`src/rtl/dpath_run_ctrl.sv`:
```
// Run sequencer for the SPARC datapath: precharge pulse, counted run phase with
// stall/single-step/timeout, finish pulse, then a done flag held until restart.
//
// state | meaning
// IDLE  | waiting for start after reset
// PRE   | precharge pulse, PRE_LEN cycles
// RUN   | datapath advancing; counts advanced cycles
// FIN   | finish pulse, FIN_LEN cycles
// DONE  | run complete, results held until next start
module dpath_run_ctrl #(
   parameter int CNT_W      = 16,
   parameter int MAX_CYCLES = 150,
   parameter int PRE_LEN    = 1,
   parameter int FIN_LEN    = 1
) (
   input  logic             clk,
   input  logic             rst_n,
   input  logic             start,
   input  logic             halt,
   input  logic             stall,
   input  logic             step_mode,
   input  logic             step,
   output logic             precharge,
   output logic             run_en,
   output logic             finish,
   output logic             done,
   output logic             timeout,
   output logic [CNT_W-1:0] cycle_count
);

   localparam int PH_MAX = (PRE_LEN > FIN_LEN) ? PRE_LEN : FIN_LEN;
   localparam int PC_W   = $clog2(PH_MAX) + 1;
   localparam logic [PC_W-1:0]  PRE_LAST = PC_W'(PRE_LEN - 1);
   localparam logic [PC_W-1:0]  FIN_LAST = PC_W'(FIN_LEN - 1);
   localparam logic [CNT_W-1:0] CNT_LAST = CNT_W'(MAX_CYCLES - 1);

   typedef enum logic [2:0] {
      S_IDLE,
      S_PRE,
      S_RUN,
      S_FIN,
      S_DONE
   } state_t;

   state_t           state_q, state_d;
   logic [PC_W-1:0]  pc_q, pc_d;
   logic [CNT_W-1:0] cnt_q, cnt_d;
   logic             tmo_q, tmo_d;
   logic             pre_q, fin_q, done_q;
   logic             adv;

   assign adv    = !stall && (!step_mode || step);
   assign run_en = (state_q == S_RUN) && adv;

   always_comb begin
      state_d = state_q;
      pc_d    = pc_q;
      cnt_d   = cnt_q;
      tmo_d   = tmo_q;
      case (state_q)
         S_IDLE, S_DONE: begin
            if (start) begin
               state_d = S_PRE;
               pc_d    = '0;
               cnt_d   = '0;
               tmo_d   = 1'b0;
            end
         end
         S_PRE: begin
            if (pc_q == PRE_LAST) begin
               state_d = S_RUN;
               pc_d    = '0;
            end else begin
               pc_d = pc_q + 1'b1;
            end
         end
         S_RUN: begin
            // halt outranks the final increment, so a simultaneous halt is not a timeout
            if (halt) begin
               state_d = S_FIN;
               pc_d    = '0;
            end else if (adv && (cnt_q == CNT_LAST)) begin
               state_d = S_FIN;
               pc_d    = '0;
               cnt_d   = cnt_q + 1'b1;
               tmo_d   = 1'b1;
            end else if (adv) begin
               cnt_d = cnt_q + 1'b1;
            end
         end
         S_FIN: begin
            if (pc_q == FIN_LAST) begin
               state_d = S_DONE;
               pc_d    = '0;
            end else begin
               pc_d = pc_q + 1'b1;
            end
         end
         default: begin
            state_d = S_IDLE;
            pc_d    = '0;
         end
      endcase
   end

   // Pulse/flag outputs are registered from the next state so they track state_q exactly.
   always_ff @(posedge clk) begin
      if (!rst_n) begin
         state_q <= S_IDLE;
         pc_q    <= '0;
         cnt_q   <= '0;
         tmo_q   <= 1'b0;
         pre_q   <= 1'b0;
         fin_q   <= 1'b0;
         done_q  <= 1'b0;
      end else begin
         state_q <= state_d;
         pc_q    <= pc_d;
         cnt_q   <= cnt_d;
         tmo_q   <= tmo_d;
         pre_q   <= (state_d == S_PRE);
         fin_q   <= (state_d == S_FIN);
         done_q  <= (state_d == S_DONE);
      end
   end

   assign precharge   = pre_q;
   assign finish      = fin_q;
   assign done        = done_q;
   assign timeout     = tmo_q;
   assign cycle_count = cnt_q;

endmodule
```
`config.mk`:
```
export PLATFORM = sky130hd
export DESIGN_NAME = dpath_run_ctrl
export DESIGN_NICKNAME = d
export VERILOG_FILES = /design/src/rtl/dpath_run_ctrl.sv
export SDC_FILE = /design/constraint.sdc
export NUM_CORES = 1
export LEC_CHECK = 0
export BUFFER_PORTS_ARGS = -buffer_cell sky130_fd_sc_hd__buf_2
export CORE_MARGIN = 3
export CORE_UTILIZATION = 44
export CTS_BUF_LIST = sky130_fd_sc_hd__clkbuf_8
export DETAILED_ROUTE_END_ITERATION = 7
export PLACE_DENSITY_LB_ADDON = 0.1
export SYNTH_ARGS = -nofsm -noshare
export SYNTH_HDL_FRONTEND = slang
export SYNTH_SLANG_ARGS = --single-unit
```
`constraint.sdc`:
```
create_clock -name clk -period 3.1 [get_ports clk]
set_clock_uncertainty 0.1 [all_clocks]
set_input_delay 0.465 -clock clk [delete_from_list [all_inputs] [get_ports clk]]
set_output_delay 0.465 -clock clk [all_outputs]
set_load 0.01 [all_outputs]
```
# Yosys cells after proc, flatten, opt, wreduce, memory -nomap -nowiden
# Index checks and enable logic that the tools add are counted.
[totals]
input_bits = 7
ff_bits = 24
[op_classes]
reduce_logical = 13
n_eq_ne = 13
mux = 19
addsub = 2
[op_table]
columns = ["op", "count"]
rows = [
  ["16-bit two-way mux", 4],
  ["16-bit one-hot mux with 2 select lines", 1],
  ["16-bit by 1-bit adder with 16-bit output, second input constant", 1],
  ["16-bit by 8-bit == test with 1-bit output, second input constant", 1],
  ["3-bit two-way mux", 5],
  ["3-bit one-hot mux with 4 select lines", 1],
  ["3-bit by 2-bit == test with 1-bit output, second input constant", 3],
  ["4-bit AND reduction", 2],
  ["3-bit by 1-bit == test with 1-bit output, second input constant", 2],
  ["3-bit == test, second input constant", 2],
  ["1-bit two-way mux", 6],
  ["3-bit by 2-bit != test with 1-bit output, second input constant", 2],
  ["2-bit != test, second input constant", 2],
  ["2-bit OR reduction", 2],
  ["1-bit logical AND", 3],
  ["3-bit logical NOT", 1],
  ["1-bit one-hot mux with 3 select lines", 1],
  ["1-bit logical NOT", 2],
  ["2-bit by 1-bit != test with 1-bit output, second input constant", 1],
  ["1-bit one-hot mux with 2 select lines", 1],
  ["2-bit AND reduction", 1],
  ["2-bit nonzero test", 1],
  ["1-bit adder, second input constant", 1],
  ["1-bit logical OR", 1],
]

# Longest topological paths before layout
[logic_depth]
word_depth = 8
mapped_depth = 7
mapped_depth_nobuf = 5

# Worst setup path before layout
# OpenSTA, ideal clock, no wires.
[synth_path]
path_kind = "register to register"
from = "reg state_q[0]"
to = "reg cnt_q[14] (netlist: cycle_count[14])"
period_less_slack_ns = 2.152
t_required_ns = 2.930
n_path_buf = 2
slack_ns = 0.948
setup_time_ns = 0.070
arrival_time_ns = 1.982
stages_incl_launch_ff = 7
path_cell_list = "dfxtp_1 > buf_2 > or3b_1 > o41a_1 > buf_6 > or4_1 > a21oi_1"
[synth_via]
elab_chain_cells = 4
[synth_rtl]
columns = ["element", "line_no", "text"]
rows = [
  ["start: declaration", "45", "state_t state_q, state_d;"],
  ["start signal: assignment", "117", "state_q <= state_d;"],
  ["3-bit == test or 3-bit logical NOT (tied branches)", "60", "case (state_q)"],
  ["2-bit OR reduction", "60", ""],
  ["2-bit != test (no line) or 2-bit nonzero test (tied branches)", "n/a", ""],
  ["4-bit AND reduction (no line)", "n/a", ""],
  ["end signal: assignment", "119", "cnt_q <= cnt_d;"],
  ["end: declaration", "47", "logic [CNT_W-1:0] cnt_q, cnt_d;"],
]
# Parallel ways exist; a longest one is shown, timed or not.
# A chain may end at the register's enable or synchronous reset.

# Final worst setup path
[layout_path]
from = "reg state_q[1]"
to = "reg cnt_q[15] (netlist: cycle_count[15])"
# The elaborated chain is that of the path after synthesis.

==> flow_summary_export.csv <==
group,metric,value,unit
outcome,outcome,"finished, final reports clean",
logic_synthesis,syn_inst,137,
logic_synthesis,yosysTopAreaCell,"dfxtp_1",
final_layout,ff_latch_area,460.4,sq um
logic_synthesis,syn_nets,146,
setup_path,cp-start-kind,"register",
global_routing,antenna_found_initial,0,
setup_path,worstSetupPathType,"reg -> reg",
clocking,tritoncts,"built",
route,drt_wl_total,2619,um
logic_synthesis,synth_area_leaders,"dfxtp_1, a21oi_1, o31ai_1",
run,drv_cap,0,
placed_design,place_congestion,0.8151,
setup_path,reg2reg_setup_slack,0.50,ns
sta,max_freq,0.3844,GHz
logic_synthesis,ys_seq_area_share,39.83,%
logic_synthesis,synth_top_area_share,39.83,%
die,fp.dieH,57.26,um
clocking,cts_resized,0,
sta,tightest_slew,0.9255,ns
worst_hold_path,hp-class,"reg -> reg",
power,power.density,429.8,nW/um^2
global_routing,grt_pass1_vias,884,
logic_synthesis,netlist_area,1156,sq um
sta,fin_crit_sh,83.92,%
final_layout,n_antenna_cell,0,
route,post_drt_wl_per_cell,13.93,um
route,drc_errors,0,
global_routing,grtUsageMet2,23.00,%
clocking,cts.sinks,23,
route,drt-pass1-iter-count,4,
setup_path,r2r_end,"cycle_count[15]",
final_layout,syn2layout_area_growth,15.04,%
global_routing,grt_usage,15.90,%
final_layout,num-fill-cells,241,
die,core_area,2340,sq um
setup_path,worstPathRequired,3.19,ns
global_routing,grt_use_met3,2.715,%
die,initial_core_util,49.41,%
route,dr_total_vias,1108,
sta,period_minus_slack,2.601,ns
sta,tns,0,ns
logic_synthesis,ys_ff_latch,23,
setup_path,crit_chain,"or3b_1 > o41a_1 > or4_1 > a21oi_1",
setup_path,reg2reg_from,"state_q[1]",
power,leakagePower,0.4836,nW
sta,grt_setup_unrepaired,"no",
setup_path,critPathMaxStageDelay,0.73,ns
setup_path,arrival,2.69,ns
clocking,numCtsBuffers,3,
clocking,hold_buffers,0,
global_routing,grt_remaining_overflow,0,
final_layout,finish.net_count,170,
setup_path,ff2ff_path_depth,4,
route,post_drt_via_cell_ratio,5.894,
die,io-pin-count,28,
sta,slew-limit-headroom,38.30,%
logic_synthesis,async_reset_ff_share,0,%
placed_design,dp_hpwl,1865,um
setup_path,critPathMaxFanout,31,
clocking,cts_setup_buffers,0,
power,irDropWorstVdd,0.2589,mV
global_routing,grt_pass1_wl,4174,um
setup_path,cp-endpoint,"cycle_count[15]",
clocking,path_clk_slew,0.09,ns
sta,final-setup-viol-count,0,
logic_synthesis,synthFlopType,"dfxtp_1",
logic_synthesis,synth_cell_types,35,
setup_path,startpoint,"state_q[1]",
placed_design,dp.cells,184,
final_layout,stdcell_count,188,
global_routing,busiest_layer,"met1",
placed_design,port_buffers,27,
sta,hold_violations,0,
logic_synthesis,ys_warn_count,0,
final_layout,multi_input_area,641.9,sq um
sta,maxSlewViolCount,0,
die,fp-row-count,17,
die,die_w,57.26,um
logic_synthesis,avgSynthCellArea,8.439,sq um
final_layout,drive_above_1_share,20.00,%
route,drtAntennaViolNets,0,
route,drtIter0Drc,23,
clocking,htreeDepth,1,
clocking,clock_tree.root_cell,"clkbuf_8",
setup_path,end_kind,"register",
global_routing,grt_max_degree,32,
logic_synthesis,synth_edf_count,0,
die,die_area,3279,sq um
global_routing,grt.met1_usage,24.28,%
clocking,cts_max_path_buffers,2,
setup_path,cpMaxStageDelayCell,"o41a_1",
clocking,clk_latency,0.27,ns
## sequential cells by signal, indices dropped and copies added, names as in the netlist
name / flops
precharge: 1
finish: 1
state_q: 3
done: 1
timeout: 1
cycle_count: 16
## worst min-delay path by stage
| stage | from | endpoint | cells past startpoint |
|---|---|---|---|
| 6_report | cycle_count[15] | cycle_count[15] | 2 |
| 5_1_grt | cycle_count[10] | cycle_count[10] | 2 |
| 4_1_cts | cycle_count[15] | cycle_count[15] | 2 |
| 3_5_place_dp | cycle_count[15] | cycle_count[15] | 2 |
| 3_3_place_gp | cycle_count[15] | cycle_count[15] | 2 |
| 2_1_floorplan | state_q[2] | state_q[1] | 1 |
## per-layer routing
layer	part of all wire (%)	vias to the layer above	wire length [um]
li1	-	572	-
met1	53	513	1390
met2	43	18	1118
met3	3.2	5	84
met4	0.95	0	25
met5	0	-	0
## cell usage after synthesis (3+ instances only)
cell / n
dfxtp_1: 23
a21oi_1: 18
nand2_1: 11
o31ai_1: 10
or4_1: 9
or3_1: 8
nor2_1: 6
clkbuf_1: 5
o21ai_0: 5
nand3_1: 4
and4_1: 3
nand3b_1: 3
nand4_1: 3
nor3_1: 3
## kinds of logic after synthesis
| kind of cell | after synthesis | share of synthesized area, % |
|---|---|---|
| buf+inv | 11 | 4.654 |
| flops | 23 | 39.83 |
| mux | 1 | 0.8658 |
| xor+xnor | 1 | 0.7577 |
| simple gates | 62 | 32.36 |
| compound gates | 37 | 19.37 |
| fa+ha+maj | 2 | 2.164 |
## power breakdown
| part | internal [mW] | total, mW | switching [mW] |
|---|---|---|---|
| clock network | 0.0897 | 0.189 | 0.0991 |
| registers | 0.304 | 0.314 | 0.0100 |
| logic | 0.0248 | 0.0690 | 0.0442 |
## final cells by class
type,instances,area share [%]
inverter,3,0.8467
clock buffer,3,3.104
sequential,23,34.62
timing repair buffer,27,10.16
clock inverter,1,0.3763
multi-input combinational,103,48.26
tap,28,2.634
## placed cells by master (no fill, tap or decap)
master    instances
buf_2            27
dfxtp_1          23
a21oi_1          18
nand2_1          11
o31ai_1          10
or4_1             9
or3_1             8
nor2_1            6
o21ai_0           5
nand3_1           4
nor3_1            3
and4_1            3
nand4_1           3
nand3b_1          3
clkbuf_8          3
inv_1             2
nor2b_1           2
and3_1            2
nor4b_1           2
ha_1              2
or3b_1            1
or3b_2            1
o41a_1            1
clkinv_1          1
and4b_1           1
a311oi_1          1
o21a_1            1
nor3b_1           1
nand2b_1          1
a31oi_1           1
xnor2_1           1
nor4_1            1
mux2i_1           1
clkinv_2          1
## worst max-delay path: cells and delay by family, from the launching register on
family          cells  cell delay, ns
flops               1            0.48
simple gates        2            1.05
compound gates      2            0.88
## per-stage QoR
step | instance area (sq um) | setup WS [ns] | util (%) | hold slack [ns] | total power, mW
3_5_place_dp | 1284 | 0.5512 | 54.87 | 0.3987 | 0.3892
6_report | 1330 | 0.4986 | 56.84 | 0.4113 | 0.5717
5_1_grt | 1330 | 0.3381 | 56.84 | 0.4316 | 0.5969
2_1_floorplan | 1156 | 0.9478 | - | 0.3661 | 0.3754
4_1_cts | 1330 | 0.5318 | 56.84 | 0.4130 | 0.5738
3_3_place_gp | 1284 | 0.6307 | 54.87 | 0.3819 | 0.3874
Note: power is estimated with default switching activity, not from simulation.
